==> config.mk <==
export PLATFORM = sky130hd
export DESIGN_NAME = myproject_mul_pipe_sat
export DESIGN_NICKNAME = d
export VERILOG_FILES = /design/src/rtl/myproject_mul_pipe_sat.sv
export SDC_FILE = /design/constraint.sdc
export NUM_CORES = 1
export LEC_CHECK = 0
export ABC_CLOCK_PERIOD_IN_PS = 7600
export BUFFER_PORTS_ARGS = -buffer_cell sky130_fd_sc_hd__clkbuf_2
export CORE_UTILIZATION = 35
export CTS_BUF_LIST = sky130_fd_sc_hd__clkbuf_4 sky130_fd_sc_hd__clkbuf_8
export CTS_CLUSTER_DIAMETER = 80
export DETAILED_ROUTE_END_ITERATION = 16
export PLACE_DENSITY = 0.48
export REMOVE_ABC_BUFFERS = 1
export SLEW_MARGIN = 5
export SYNTH_ARGS = -nofsm -noshare
export SYNTH_HDL_FRONTEND = slang
export SYNTH_SLANG_ARGS = --single-unit
==> constraint.sdc <==
create_clock -name clk -period 7.6 [get_ports clk]
set_input_delay 1.14 -clock clk [delete_from_list [all_inputs] [get_ports clk]]
set_output_delay 1.14 -clock clk [all_outputs]
set_load 0.01 [all_outputs]
==> src/rtl/myproject_mul_pipe_sat.sv <==
// Pipelined signed multiplier with round-half-up shift and narrowing.
// Optional clamp-and-flag on overflow under MYPROJECT_MUL_SAT_EN.
module myproject_mul_pipe_sat #(
  parameter int DIN0_WIDTH = 16,
  parameter int DIN1_WIDTH = 10,
  parameter int DOUT_WIDTH = 22,
  parameter int NUM_STAGE  = 4,
  parameter int SHIFT      = 0
) (
  input  logic                  clk,
  input  logic                  reset,
  input  logic                  ce,
  input  logic                  in_valid,
  input  logic [DIN0_WIDTH-1:0] din0,
  input  logic [DIN1_WIDTH-1:0] din1,
  output logic                  out_valid,
  output logic [DOUT_WIDTH-1:0] dout,
  output logic                  ovf
);

  localparam int W = DIN0_WIDTH + DIN1_WIDTH;

  logic [NUM_STAGE:1]    vld;
  logic [DIN0_WIDTH-1:0] a_q;
  logic [DIN1_WIDTH-1:0] b_q;
  logic [W-1:0]          prod_q;
  logic [W:0]            shifted;
  logic [DOUT_WIDTH-1:0] narrow;
  logic [DOUT_WIDTH-1:0] data_q [3:NUM_STAGE];

  // One extra bit keeps the +half from overflowing the product
  generate
    if (SHIFT > 0) begin : g_rnd
      localparam logic [W:0] HALF = (W+1)'(1) << (SHIFT-1);
      logic [W:0] rnd;
      assign rnd     = {prod_q[W-1], prod_q} + HALF;
      assign shifted = $signed(rnd) >>> SHIFT;
    end else begin : g_nornd
      assign shifted = {prod_q[W-1], prod_q};
    end
  endgenerate

`ifdef MYPROJECT_MUL_SAT_EN
  logic [W-DOUT_WIDTH+1:0] hi;
  logic                    fits;
  logic                    ovf_n;
  logic                    ovf_q [3:NUM_STAGE];

  assign hi = shifted[W:DOUT_WIDTH-1];

  always_comb begin
    fits  = (&hi) | ~(|hi);
    ovf_n = ~fits;
    if (fits)
      narrow = shifted[DOUT_WIDTH-1:0];
    else if (shifted[W])
      narrow = {1'b1, {(DOUT_WIDTH-1){1'b0}}};
    else
      narrow = {1'b0, {(DOUT_WIDTH-1){1'b1}}};
  end

  assign ovf = ovf_q[NUM_STAGE];
`else
  logic unused_hi;

  assign narrow    = shifted[DOUT_WIDTH-1:0];
  assign unused_hi = ^shifted[W:DOUT_WIDTH];
  assign ovf       = 1'b0;
`endif

  always_ff @(posedge clk) begin
    if (reset) begin
      vld    <= '0;
      a_q    <= '0;
      b_q    <= '0;
      prod_q <= '0;
      for (int s = 3; s <= NUM_STAGE; s++) begin
        data_q[s] <= '0;
`ifdef MYPROJECT_MUL_SAT_EN
        ovf_q[s]  <= 1'b0;
`endif
      end
    end else if (ce) begin
      vld <= {vld[NUM_STAGE-1:1], in_valid};
      if (in_valid) begin
        a_q <= din0;
        b_q <= din1;
      end
      if (vld[1])
        prod_q <= W'($signed(a_q)) * W'($signed(b_q));
      if (vld[2]) begin
        data_q[3] <= narrow;
`ifdef MYPROJECT_MUL_SAT_EN
        ovf_q[3]  <= ovf_n;
`endif
      end
      for (int s = 4; s <= NUM_STAGE; s++) begin
        if (vld[s-1]) begin
          data_q[s] <= data_q[s-1];
`ifdef MYPROJECT_MUL_SAT_EN
          ovf_q[s]  <= ovf_q[s-1];
`endif
        end
      end
    end
  end

  assign out_valid = vld[NUM_STAGE];
  assign dout      = data_q[NUM_STAGE];

endmodule

==> impl_results.md, run 1 <==
- CTS Hold Bufs: 0
- CTS Buf Count: 9
- RSZ-0062 raised after global routing: no
- Top delay family on crit path: adder cells
- Largest area contributor in the netlist: fa_1
- Post-route DRC: 0
- Global-route wire length before repair: 29,100 um
- Cell with the most instances after synthesis: nand2_1
- Slowest cell on crit path: dfxtp_1
- Number of global-route vias before repair: ~5.7k
- Post-synthesis cell area: about 0.0085 mm^2
- CP Buf/Inv Count: 3
- # nets final: 1,126
- Pre-CTS WS: 2.01 ns
- CP Data Required Time: about 7.8 ns
- R2r setup slk: 2.03 ns
- End of the worst hold path: prod_q[11]
- Hold depth: 2
- Post-CTS setup buffers: 0
- Startpoint types: flop
- Compound-Gate Fraction of Synth Area: 7.11%
- YS warnings: 0
- Crit end category: flop
- Largest net degree at the start of global routing: 56
- Clk buf depth: 2
- Drt initial violations: around 260
- Initial core utilization: a little over a third
- Detailed Place HPWL: 13,100 um
- Worst r2r path cells: 18
- Simple-Gate Fraction of Synth Area: 17.9%
- Layout fillers: 2,504
- Root buffer cell: clkbuf_8
- Area added between synthesis and finish: 8.09%
- Congestion Overflow GR: 0
- Detailed Route WL: 16,800 um
- Hold Crit Start: prod_q[11]
- I/O Buffers: 52
- Number of H-tree levels: 3
- Synth cell types: 38
- Die W: 158 um
- Max-cap violations: 0
- Min cycle time layout: 5.57 ns
- Final WS setup: 2.03 ns
- Worst path max stage delay: 0.78 ns
- Global Route Usage Sum: 14.9%
- Critical Setup Path Class: flop to flop
- Number of synthesized flops with an enable pin: 44
- Startpoint of the worst register-to-register path: b_q[4]
- Mapped Cells: 913
- Die Area: roughly 0.025 mm^2
- Class of the worst hold path: flop to flop
- Total Power: 1100 uW
- Synth cell count leaders: nand2_1 (163), inv_1 (150), fa_1 (117)
- Adder-Cell Fraction of Synth Area: 35.2%
- Setup violations, final: 0
- Vias: 5,513
- Main synth FF type: dfxtp_1
- Detail-routed via count per cell: 4.41
- Crit path DAT: ~5.8 ns
- Worst-Margin Slew: roughly 0.97 ns
- CTS tree: built
- Sink Count: 96
- Worst Setup SP: b_q[4]
- Fin crit share: 73.3%
- Drt first pass iters: 4
- Critical-path cell list: nand2_1 -> fa_1 -> inv_1 -> fa_1 -> fa_1 -> fa_1 -> inv_1 -> fa_1 -> inv_1 -> ha_1 -> a21o_1 -> a211oi_1 -> nor2_1 -> a2111oi_4 -> o21bai_2 -> o221ai_2 -> xnor2_1 -> a211oi_2
- Num ports: 54
- Post-Synth XOR/XNOR Area: 3.18%
- Worst skew pair latency: ~0.39 ns
- Crit path max fanout: 18
- Routability cong.: just under 0.8
- Die Y-Extent: 158 um
- CTS resizes: 0
- Pwr/cell area: 119 mW/mm^2
- Ranking of synthesized cells by area: fa_1 (27%), edfxtp_1 (15%), dfxtp_1 (12%)
- Area of the core: 0.0237 mm^2
- Slew Viols, Final: 0
- WL/cell: 13.4 um
- Maximum clock rate: 180 MHz
- Antenna viol nets, final: 0
- Initial antenna violation count: 0
- Main combinational cell family by area after synthesis: adder cells
- Most frequent CP cell: fa_1
- P_leak: 0.00425 uW
- Antenna diode count: 0
- Clk slew on worst S/H paths: 0.11 ns
- Async set-reset flop share out of synthesis: 0%
- IR drop worst, VDD: 0.101 mV
- Layout cell share with drive strength beyond 1: under 10%
- # rows: 56
- FF-to-FF End: prod_q[20]
- Post-synthesis mux area share: 0%
- Status: completed
- Number of synthesized register bits: 96
- Worst rel slew slack: 35.3%
- Worst Clk Skew: 0.0208 ns
- Top-area cell type share of the netlist area: between 20% and 30%
- Count of final hold-check violations: 0
- Mapped Avg Cell Area: 9.35 um^2
- Final TNS setup: 0 ns
- Sequential share of the synthesized area: between 20 and 30%
[layout by cell type, fill, tap and decap left out, types with 2 or more instances in the layout]
cell / n
a21oi_1: 53
xnor2_1: 23
a21o_1: 7
a21oi_2: 2
ha_1: 53
nand2b_1: 13
clkbuf_2: 52
a211o_1: 4
o211ai_1: 3
nor2_1: 24
nand2_1: 163
clkbuf_8: 9
fa_1: 117
inv_6: 2
xor2_1: 8
inv_1: 150
inv_8: 2
and2_1: 110
edfxtp_1: 44
nand3_1: 3
a211oi_1: 7
dfxtp_1: 52
o21ai_0: 9
[how the worst max path moves through the flow]
| stage | endpoint | slack [ns] | depth (start not counted) |
|---|---|---|---|
| floorplan | prod_q[20] | 2.54 | 18 |
| global route | prod_q[19] | 1.62 | 20 |
| finish | prod_q[20] | 2.03 | 18 |
| global placement | prod_q[20] | 2.08 | 18 |
| CTS | prod_q[20] | 2.01 | 18 |
| detailed placement | prod_q[20] | 2.01 | 18 |
[tightest hold or removal path, stage by stage (launching register included)]
cell     delay (ns)
dfxtp_1        0.32
nand2_1        0.05
a21oi_1        0.05
[layout make-up]
cell class	count	area (um^2)	area share (%)
Clock buffer	9	124	1.34
Clock inverter	7	95.1	1.03
Inverter	150	563	6.10
Multi-Input combinational cell	616	5410	58.7
Sequential cell	96	2360	25.6
Tap cell	319	399	4.33
Timing Repair Buffer	53	268	2.90
[flip-flops by register name, indices dropped and copies added, names as in the netlist]
| register | cells |
|---|---|
| a_q | 16 |
| b_q | 10 |
| data_q | 44 |
| prod_q | 22 |
| vld | 4 |
[metal layers]
metal  routed length, um  up-vias  track usage, %
met4                 149        0            3.02
met5                   0        -               0
met1                8760     2620            21.4
li1                    -     2802               -
met3                 450       10            2.00
met2                7430       81            23.9
[report_power, final]
group,switching (uW),internal (uW),total (uW)
registers,28.1,556,585
logic,82.3,56.9,139
clock network,211,163,373
total,321,776,1100
[per-stage QoR]
| stage | hold slack [ns] | area (um^2) | std cells | utilization (%) |
|---|---|---|---|---|
| CTS | 0.454 | 9220 | 1250 | 38.9 |
| finish | 0.449 | 9220 | 1250 | 38.9 |
| floorplan | 0.417 | 8340 | 862 | - |
| global placement | 0.435 | 9000 | 1234 | 38.0 |
| global route | 0.475 | 9220 | 1250 | 38.9 |
| detailed placement | 0.441 | 9000 | 1234 | 38.0 |
[cell families (layout without fill, tap and decap cells)]
logic type	after synthesis	after routing
simple gates	319	319
buf+inv	201	219
fa+ha+maj	170	170
flops	96	96
compound gates	95	95
xor+xnor	31	31
other cells	1	1
Power figures use the tool's default switching activity.
==> run 2: changes to the inputs <==
--- a/config.mk
+++ b/config.mk
@@ -5,13 +5,13 @@
 export SDC_FILE = /design/constraint.sdc
 export NUM_CORES = 1
 export LEC_CHECK = 0
-export ABC_CLOCK_PERIOD_IN_PS = 7600
+export ABC_CLOCK_PERIOD_IN_PS = 5000
 export BUFFER_PORTS_ARGS = -buffer_cell sky130_fd_sc_hd__clkbuf_2
 export CORE_UTILIZATION = 35
 export CTS_BUF_LIST = sky130_fd_sc_hd__clkbuf_4 sky130_fd_sc_hd__clkbuf_8
 export CTS_CLUSTER_DIAMETER = 80
 export DETAILED_ROUTE_END_ITERATION = 16
-export PLACE_DENSITY = 0.48
+export PLACE_DENSITY = 0.5
 export REMOVE_ABC_BUFFERS = 1
 export SLEW_MARGIN = 5
 export SYNTH_ARGS = -nofsm -noshare
==> constraint.sdc (replaced) <==
create_clock -name clk -period 5 [get_ports clk]
set_input_delay 0.75 -clock clk [delete_from_list [all_inputs] [get_ports clk]]
set_output_delay 0.75 -clock clk [all_outputs]
set_load 0.01 [all_outputs]
==> run 2 against run 1 <==
Count of clock-buffer cells in the layout stayed put. Critical path depth is 3 higher. Routed wire length is 3.2% higher. Via count is 4.1% higher. Critical path type unchanged. Combinational power is 110% higher. First-iteration DRC count is 23% lower. Largest cell class unchanged. Core utilization is 3.3 points higher. Sequential power is 48% higher.
==> impl_results.md, run 2 (synthesis gave the netlist of run 1 again) <==
- Vias: 5,740 (was 5,513)
- Worst rel slew slack: 36.8% (was 35.3%)
- Drt initial violations: 198 (was 256)
- Count of final hold-check violations: 0 (unchanged)
- Worst Setup EP: prod_q[14] (was prod_q[20])
- Global-route wire length before repair: 29,300 um (was 29,100 um)
- Crit path max fanout: 5 (was 18)
- CP Data Required Time: 5.29 ns (was 7.84 ns)
- Routability cong.: 0.800 (was 0.780)
- Antenna viol nets, final: 0 (unchanged)
- # rows: 56 (unchanged)
- Sink Count: 96 (unchanged)
- Drt first pass iters: 4 (unchanged)
- Most frequent CP cell: fa_1 (unchanged)
- Congestion Overflow GR: 0 (unchanged)
- Sw power: 520 uW (was 321 uW)
- Num ports: 54 (unchanged)
- Largest register FFs: 44 (unchanged)
- Area of the core: 0.0237 mm^2 (unchanged)
- Multi-input logic area: 0.00561 mm^2 (was 0.00541 mm^2)
- I/O Buffers: 52 (unchanged)
- Final core utilization: 42.2% (was 38.9%)
- Power share of the clock group: 31.7% (was 34.0%)
- Int Pwr: 1170 uW (was 776 uW)
- Biggest register: data_q (unchanged)
- Worst skew pair latency: 0.39 ns (about the same)
- Detailed Place HPWL: 13,900 um (was 13,100 um)
- Initial antenna violation count: 0 (unchanged)
- Largest net degree at the start of global routing: 51 (was 56)
- Fin crit share: 97.3% (was 73.3%)
- Final TNS setup: 0 ns (unchanged)
- Antenna diode count: 0 (unchanged)
- Setup violations, final: 0 (unchanged)
- Number of global-route vias before repair: 5,902 (was 5,663)
- Class of the worst hold path: flop to flop (unchanged)
- Total Power: 1690 uW (was 1100 uW)
- Worst Clk Skew: 0.0176 ns (was 0.0208 ns)
- Combinational share of power: 17.1% (was 12.7%)
- R2r setup slk: 0.14 ns (was 2.03 ns)
- Commonest cells after routing, fill and taps aside: nand2_1 (160), inv_1 (141), fa_1 (115) (was nand2_1 (163), inv_1 (150), fa_1 (117))
- Status: completed (unchanged)
- Number of H-tree levels: 3 (unchanged)
- Reg power frac: 51.2% (was 53.3%)
- Layout fillers: 2,465 (was 2,504)
- Most common cell after layout, fill and taps aside: nand2_1 (unchanged)
- Pwr/cell area: 169 mW/mm^2 (was 119 mW/mm^2)
- Global Route Usage Sum: 15.1% (was 14.9%)
- Post-route DRC: 0 (unchanged)
- Critical-path cell list: buf_6 -> and2_4 -> fa_1 -> inv_2 -> fa_1 -> inv_2 -> fa_1 -> fa_1 -> inv_1 -> fa_1 -> inv_2 -> ha_4 -> nor2_4 -> o2bb2ai_2 -> a21oi_2 -> buf_4 -> a21o_1 -> a21o_1 -> a31oi_1 -> xor2_1 -> o21ai_1 (was nand2_1 -> fa_1 -> inv_1 -> fa_1 -> fa_1 -> fa_1 -> inv_1 -> fa_1 -> inv_1 -> ha_1 -> a21o_1 -> a211oi_1 -> nor2_1 -> a2111oi_4 -> o21bai_2 -> o221ai_2 -> xnor2_1 -> a211oi_2)
- Initial core utilization: 36.0% (unchanged)
- Detailed Route WL: 17,300 um (was 16,800 um)
- Die Y-Extent: 158 um (unchanged)
- Worst path max stage delay: 0.55 ns (was 0.78 ns)
- CTS tree: built (unchanged)
- CTS Hold Bufs: 0 (unchanged)
- Clk buf depth: 2 (unchanged)
- Min cycle time layout: 4.86 ns (was 5.57 ns)
- Leading registers by flop count: data_q: 44 flops, prod_q: 22 flops, a_q: 16 flops (unchanged)
- WL/cell: 13.1 um (was 13.4 um)
- Maximum clock rate: 206 MHz (was 180 MHz)
- FF-to-FF End: prod_q[14] (was prod_q[20])
- Worst r2r path cells: 21 (was 18)
- Critical path depth: 21 (was 18)
- Max-cap violations: 0 (unchanged)
- Slowest cell on crit path: fa_1 (was dfxtp_1)
- CP Buf/Inv Count: 6 (was 3)
- Detail-routed via count per cell: 4.36 (was 4.41)
- Switching part of the total: 30.8% (was 29.3%)
- Crit path DAT: 5.15 ns (was 5.81 ns)
- Final hold slack: 0.452 ns (was 0.449 ns)
- Slew Viols, Final: 0 (unchanged)
- Critical Setup Path Class: flop to flop (unchanged)
- Crit end category: flop (unchanged)
- Area added between synthesis and finish: 17.3% (was 8.09%)
- Top delay family on crit path: adder cells (unchanged)
- Die Area: 0.0250 mm^2 (unchanged)
- Startpoint types: flop (unchanged)
- P_leak: 0.00463 uW (was 0.00425 uW)
- Startpoint of the worst register-to-register path: b_q[6] (was b_q[4])
- CTS Buf Count: 9 (unchanged)
- Clk slew on worst S/H paths: 0.11 ns (about the same)
- RSZ-0062 raised after global routing: yes (was no)
- # nets final: 1,194 (was 1,126)
- Worst Setup SP: b_q[6] (was b_q[4])
- Worst-Margin Slew: 0.948 ns (was 0.967 ns)
- IR drop worst, VDD: 0.107 mV (was 0.101 mV)
- Root buffer cell: clkbuf_8 (unchanged)
- Die W: 158 um (unchanged)
- FF/Latch Area: 0.00241 mm^2 (was 0.00236 mm^2)
- Layout cell share with drive strength beyond 1: 20.8% (was 8.27%)
run 2: cell types whose count changed in the layout (fill, tap and decap cells not counted), moves of 9 or more:
cell / before / now
inv_1: 150 / 141
dfxtp_2: 0 / 9
buf_4: 1 / 59
inv_2: 0 / 9
dfxtp_4: 0 / 10
dfxtp_1: 52 / 33
buf_6: 0 / 9
run 2: timing repair:
item,in CTS,in global routing
setup endpoints to repair,8,11
gates resized for setup,16,77
pin swaps,7,51
buffers inserted,3,8
hold endpoints to repair,0,0
run 2: final cells by class:
| cell class | count | share of cell area, % |
|---|---|---|
| tap | 319 | 3.99 |
| timing repair buffer | 121 | 8.19 |
| clock inverter | 7 | 0.763 |
| clock buffer | 9 | 1.24 |
| multi-input combinational | 616 | 56.1 |
| sequential | 96 | 24.1 |
| inverter | 150 | 5.63 |
run 2: how the worst min path moves through the flow:
| stage | from | endpoint | slack (ns) | cells after the start |
|---|---|---|---|---|
| finish | prod_q[11] | prod_q[11] | 0.45 | 2 |
| global route | prod_q[7] | prod_q[7] | 0.47 | 2 |
| CTS | prod_q[12] | prod_q[12] | 0.46 | 2 |
| detailed placement | prod_q[15] | prod_q[15] | 0.44 | 2 |
| global placement | prod_q[15] | prod_q[15] | 0.44 | 2 |
| floorplan | prod_q[14] | prod_q[14] | 0.42 | 2 |
run 2: tightest hold or removal path, delay by kind of cell (launching register included):
family	cells	cell delay, ns
and+or+nand+nor	1	0.05
AOI/OAI and AO/OA	1	0.05
DFF	1	0.32
run 2: per-stage QoR:
stage               setup slack, ns  instance area (um^2)  instances
floorplan                   -0.0580                  8340        862
global placement            -0.0636                  9430       1291
detailed placement          -0.0988                  9430       1291
CTS                         0.00134                  9700       1310
global route                 -0.108                 10000       1318
finish                        0.136                 10000       1318
run 2: power groups by stage:
| stage | registers [uW] | clock network (uW) | logic [uW] |
|---|---|---|---|
| finish | 865 | 536 | 289 |
| global route | 870 | 582 | 328 |
| CTS | 867 | 561 | 273 |
| detailed placement | 885 | 0 | 270 |
| global placement | 885 | 0 | 269 |
| floorplan | 890 | 0 | 146 |
run 2: per-layer routing:
metal  GRT usage (%)  routed length (um)  vias up
met4            3.66                 196        0
li1                -                   -     2936
met5               0                   0        -
met3            2.22                 435       14
met2            25.6                8100       90
met1            20.3                8590     2700
==> run 3: changes to the inputs <==
--- a/config.mk
+++ b/config.mk
@@ -5,13 +5,13 @@
 export SDC_FILE = /design/constraint.sdc
 export NUM_CORES = 1
 export LEC_CHECK = 0
-export ABC_CLOCK_PERIOD_IN_PS = 5000
+export ABC_CLOCK_PERIOD_IN_PS = 5750
 export BUFFER_PORTS_ARGS = -buffer_cell sky130_fd_sc_hd__clkbuf_2
 export CORE_UTILIZATION = 35
 export CTS_BUF_LIST = sky130_fd_sc_hd__clkbuf_4 sky130_fd_sc_hd__clkbuf_8
 export CTS_CLUSTER_DIAMETER = 80
 export DETAILED_ROUTE_END_ITERATION = 16
-export PLACE_DENSITY = 0.5
+export PLACE_DENSITY = 0.48
 export REMOVE_ABC_BUFFERS = 1
 export SLEW_MARGIN = 5
 export SYNTH_ARGS = -nofsm -noshare
==> constraint.sdc (replaced) <==
create_clock -name clk -period 5.75 [get_ports clk]
set_input_delay 0.8625 -clock clk [delete_from_list [all_inputs] [get_ports clk]]
set_output_delay 0.8625 -clock clk [all_outputs]
set_load 0.01 [all_outputs]
==> run 3 against run 2 <==
Clock power shrank 13%. Via count decreased by 3.2%. Count of clock-buffer cells in the layout did not move. Global-route usage increased by 0.26 points. Core utilization shrank 3.0 points. Largest cell class unchanged. Fmax shrank 9.0%. Routed wire length down 1.3%. Largest power group unchanged. Critical path depth down 1. Non-clock buffer count fell by 56. Register-to-register slack gained 0.27 ns. Setup slack better by 0.27 ns.
==> impl_results.md, run 3 (synthesis gave the netlist of run 1 again) <==
- Post-route DRC: 0 (unchanged)
- # nets final: 1,138 (was 1,194)
- CP Data Required Time: 6.07 ns (was 5.29 ns)
- Startpoint of the worst register-to-register path: a_q[7] (was b_q[6])
- Most common cell after layout, fill and taps aside: nand2_1 (unchanged)
- Drt initial violations: 192 (was 198)
- Global Route Usage Sum: 15.4% (was 15.1%)
- Layout cell share with drive strength beyond 1: 9.44% (was 20.8%)
- Initial core utilization: 36.0% (unchanged)
- Count of final hold-check violations: 0 (unchanged)
- Final hold slack: 0.455 ns (was 0.452 ns)
- Biggest register: data_q (unchanged)
- Worst skew pair latency: 0.38 ns (was 0.39 ns)
- Final WS setup: 0.403 ns (was 0.136 ns)
- Uppermost routed layer: met4 (unchanged)
- WL/cell: 13.6 um (was 13.1 um)
- Crit path max fanout: 11 (was 5)
- FF/Latch Area: 0.00236 mm^2 (was 0.00241 mm^2)
- Crit end category: flop (unchanged)
- Worst-Margin Slew: 0.959 ns (was 0.948 ns)
- Die W: 158 um (unchanged)
- Number of global-route vias before repair: 5,881 (was 5,902)
- Status: completed (unchanged)
- Final TNS setup: 0 ns (unchanged)
- WL met1: 8740 um (was 8590 um)
- # rows: 56 (unchanged)
- Layout fillers: 2,468 (was 2,465)
- Setup violations, final: 0 (unchanged)
- Routed met3 length: 486 um (was 435 um)
- Commonest cells after routing, fill and taps aside: nand2_1 (163), inv_1 (150), fa_1 (117) (was nand2_1 (160), inv_1 (141), fa_1 (115))
- Pre-CTS WS: 0.366 ns (was -0.0988 ns)
- Startpoint types: flop (unchanged)
- Multi-input logic area: 0.00541 mm^2 (was 0.00561 mm^2)
- Antenna viol nets, final: 0 (unchanged)
- RSZ-0062 raised after global routing: no (was yes)
- Class of the worst hold path: flop to flop (unchanged)
- Vias: 5,556 (was 5,740)
- Congestion Overflow GR: 0 (unchanged)
- Die Area: 0.0250 mm^2 (unchanged)
- CTS tree: built (unchanged)
- Slew Viols, Final: 0 (unchanged)
- Detailed Route WL: 17,100 um (was 17,300 um)
- Area added between synthesis and finish: 8.99% (was 17.3%)
- IR drop worst, VDD: 0.105 mV (was 0.107 mV)
- Global-route wire length before repair: 29,900 um (was 29,300 um)
- Worst r2r path cells: 20 (was 21)
- I/O Buffers: 52 (unchanged)
- Detail-routed via count per cell: 4.40 (was 4.36)
- Leading registers by flop count: data_q: 44 flops, prod_q: 22 flops, a_q: 16 flops (unchanged)
- FF-to-FF End: prod_q[19] (was prod_q[14])
- Clk slew on worst S/H paths: 0.12 ns (was 0.11 ns)
- DR WL met2: 7750 um (was 8100 um)
- Min cycle time layout: 5.35 ns (was 4.86 ns)
- Worst rel slew slack: 35.8% (was 36.8%)
- Detailed Place HPWL: 13,800 um (was 13,900 um)
- CTS resizes: 0 (was 16)
- Largest register FFs: 44 (unchanged)
- Largest net degree at the start of global routing: 56 (was 51)
- Worst Clk Skew: 0.0174 ns (was 0.0176 ns)
- CTS Buf Count: 9 (unchanged)
- Max-cap violations: 0 (unchanged)
- Drt first pass iters: 4 (unchanged)
- Critical Setup Path Class: flop to flop (unchanged)
- Crit path DAT: 5.66 ns (was 5.15 ns)
- Routability cong.: 0.821 (was 0.800)
- Area of the core: 0.0237 mm^2 (unchanged)
- Die Y-Extent: 158 um (unchanged)
- Worst Setup SP: a_q[7] (was b_q[6])
- Sink Count: 96 (unchanged)
- Post-CTS setup buffers: 0 (was 3)
- Root buffer cell: clkbuf_8 (unchanged)
- P_leak: 0.00431 uW (was 0.00463 uW)
- R2r setup slk: 0.40 ns (was 0.14 ns)
- CTS Hold Bufs: 0 (unchanged)
- Pwr/cell area: 154 mW/mm^2 (was 169 mW/mm^2)
- Initial antenna violation count: 0 (unchanged)
- Number of H-tree levels: 3 (unchanged)
- Antenna diode count: 0 (unchanged)
- Worst Setup EP: prod_q[19] (was prod_q[14])
- Clk buf depth: 2 (unchanged)
- Fin crit share: 93.0% (was 97.3%)
- Num ports: 54 (unchanged)
- Maximum clock rate: 187 MHz (was 206 MHz)
[run 3: area by class of cell]
type / count / share of cell area [%]
clock buffer: 9 / 1.33
clock inverter: 7 / 0.874
inverter: 150 / 6.05
multi-input combinational: 616 / 58.2
sequential: 96 / 25.4
tap: 319 / 4.29
timing repair buffer: 65 / 3.85
[run 3: worst max-delay path, cell delays in order, from the launching register on]
cell and delay, ns:
dfxtp_1 0.60, nand2_1 0.14, fa_1 0.55, inv_1 0.06
fa_1 0.50, inv_1 0.06, fa_1 0.52, inv_1 0.05
fa_1 0.47, inv_1 0.05, fa_1 0.47, inv_1 0.04
ha_1 0.33, o211ai_1 0.10, o21ai_1 0.27, nor4_1 0.12
o31ai_2 0.33, nand3_1 0.14, o21ba_2 0.23, xor2_1 0.13
o21ai_0 0.13
[run 3: worst min-delay path by stage]
stage	startpoint	end	slack, ns	depth (start not counted)
finish	prod_q[9]	prod_q[9]	0.45	2
CTS	prod_q[9]	prod_q[9]	0.46	2
global route	prod_q[9]	prod_q[9]	0.46	2
detailed placement	prod_q[7]	prod_q[7]	0.44	2
global placement	prod_q[16]	prod_q[16]	0.44	2
floorplan	prod_q[14]	prod_q[14]	0.42	2
[run 3: layer usage]
metal / track usage (%) / vias to the layer above
met5: 0 / -
met4: 3.07 / 0
met3: 2.30 / 10
met2: 25.4 / 85
met1: 21.4 / 2632
li1: - / 2829
[run 3: power breakdown]
| part | total (uW) | switching [uW] | leakage [uW] | internal [uW] |
|---|---|---|---|---|
| logic | 200 | 120 | 0.00333 | 79.8 |
| registers | 762 | 26.2 | 0.000878 | 736 |
| clock network | 466 | 292 | 0.000104 | 175 |
| total | 1430 | 438 | 0.00431 | 990 |
[run 3: metrics by stage]
step	total power, uW	instance area [um^2]	util [%]	instances
after floorplan	901	8340	-	862
after global routing	1510	9300	39.3	1262
after CTS	1450	9300	39.3	1262
after detailed placement	981	9090	38.4	1246
after global placement	979	9090	38.4	1246
final	1430	9300	39.3	1262
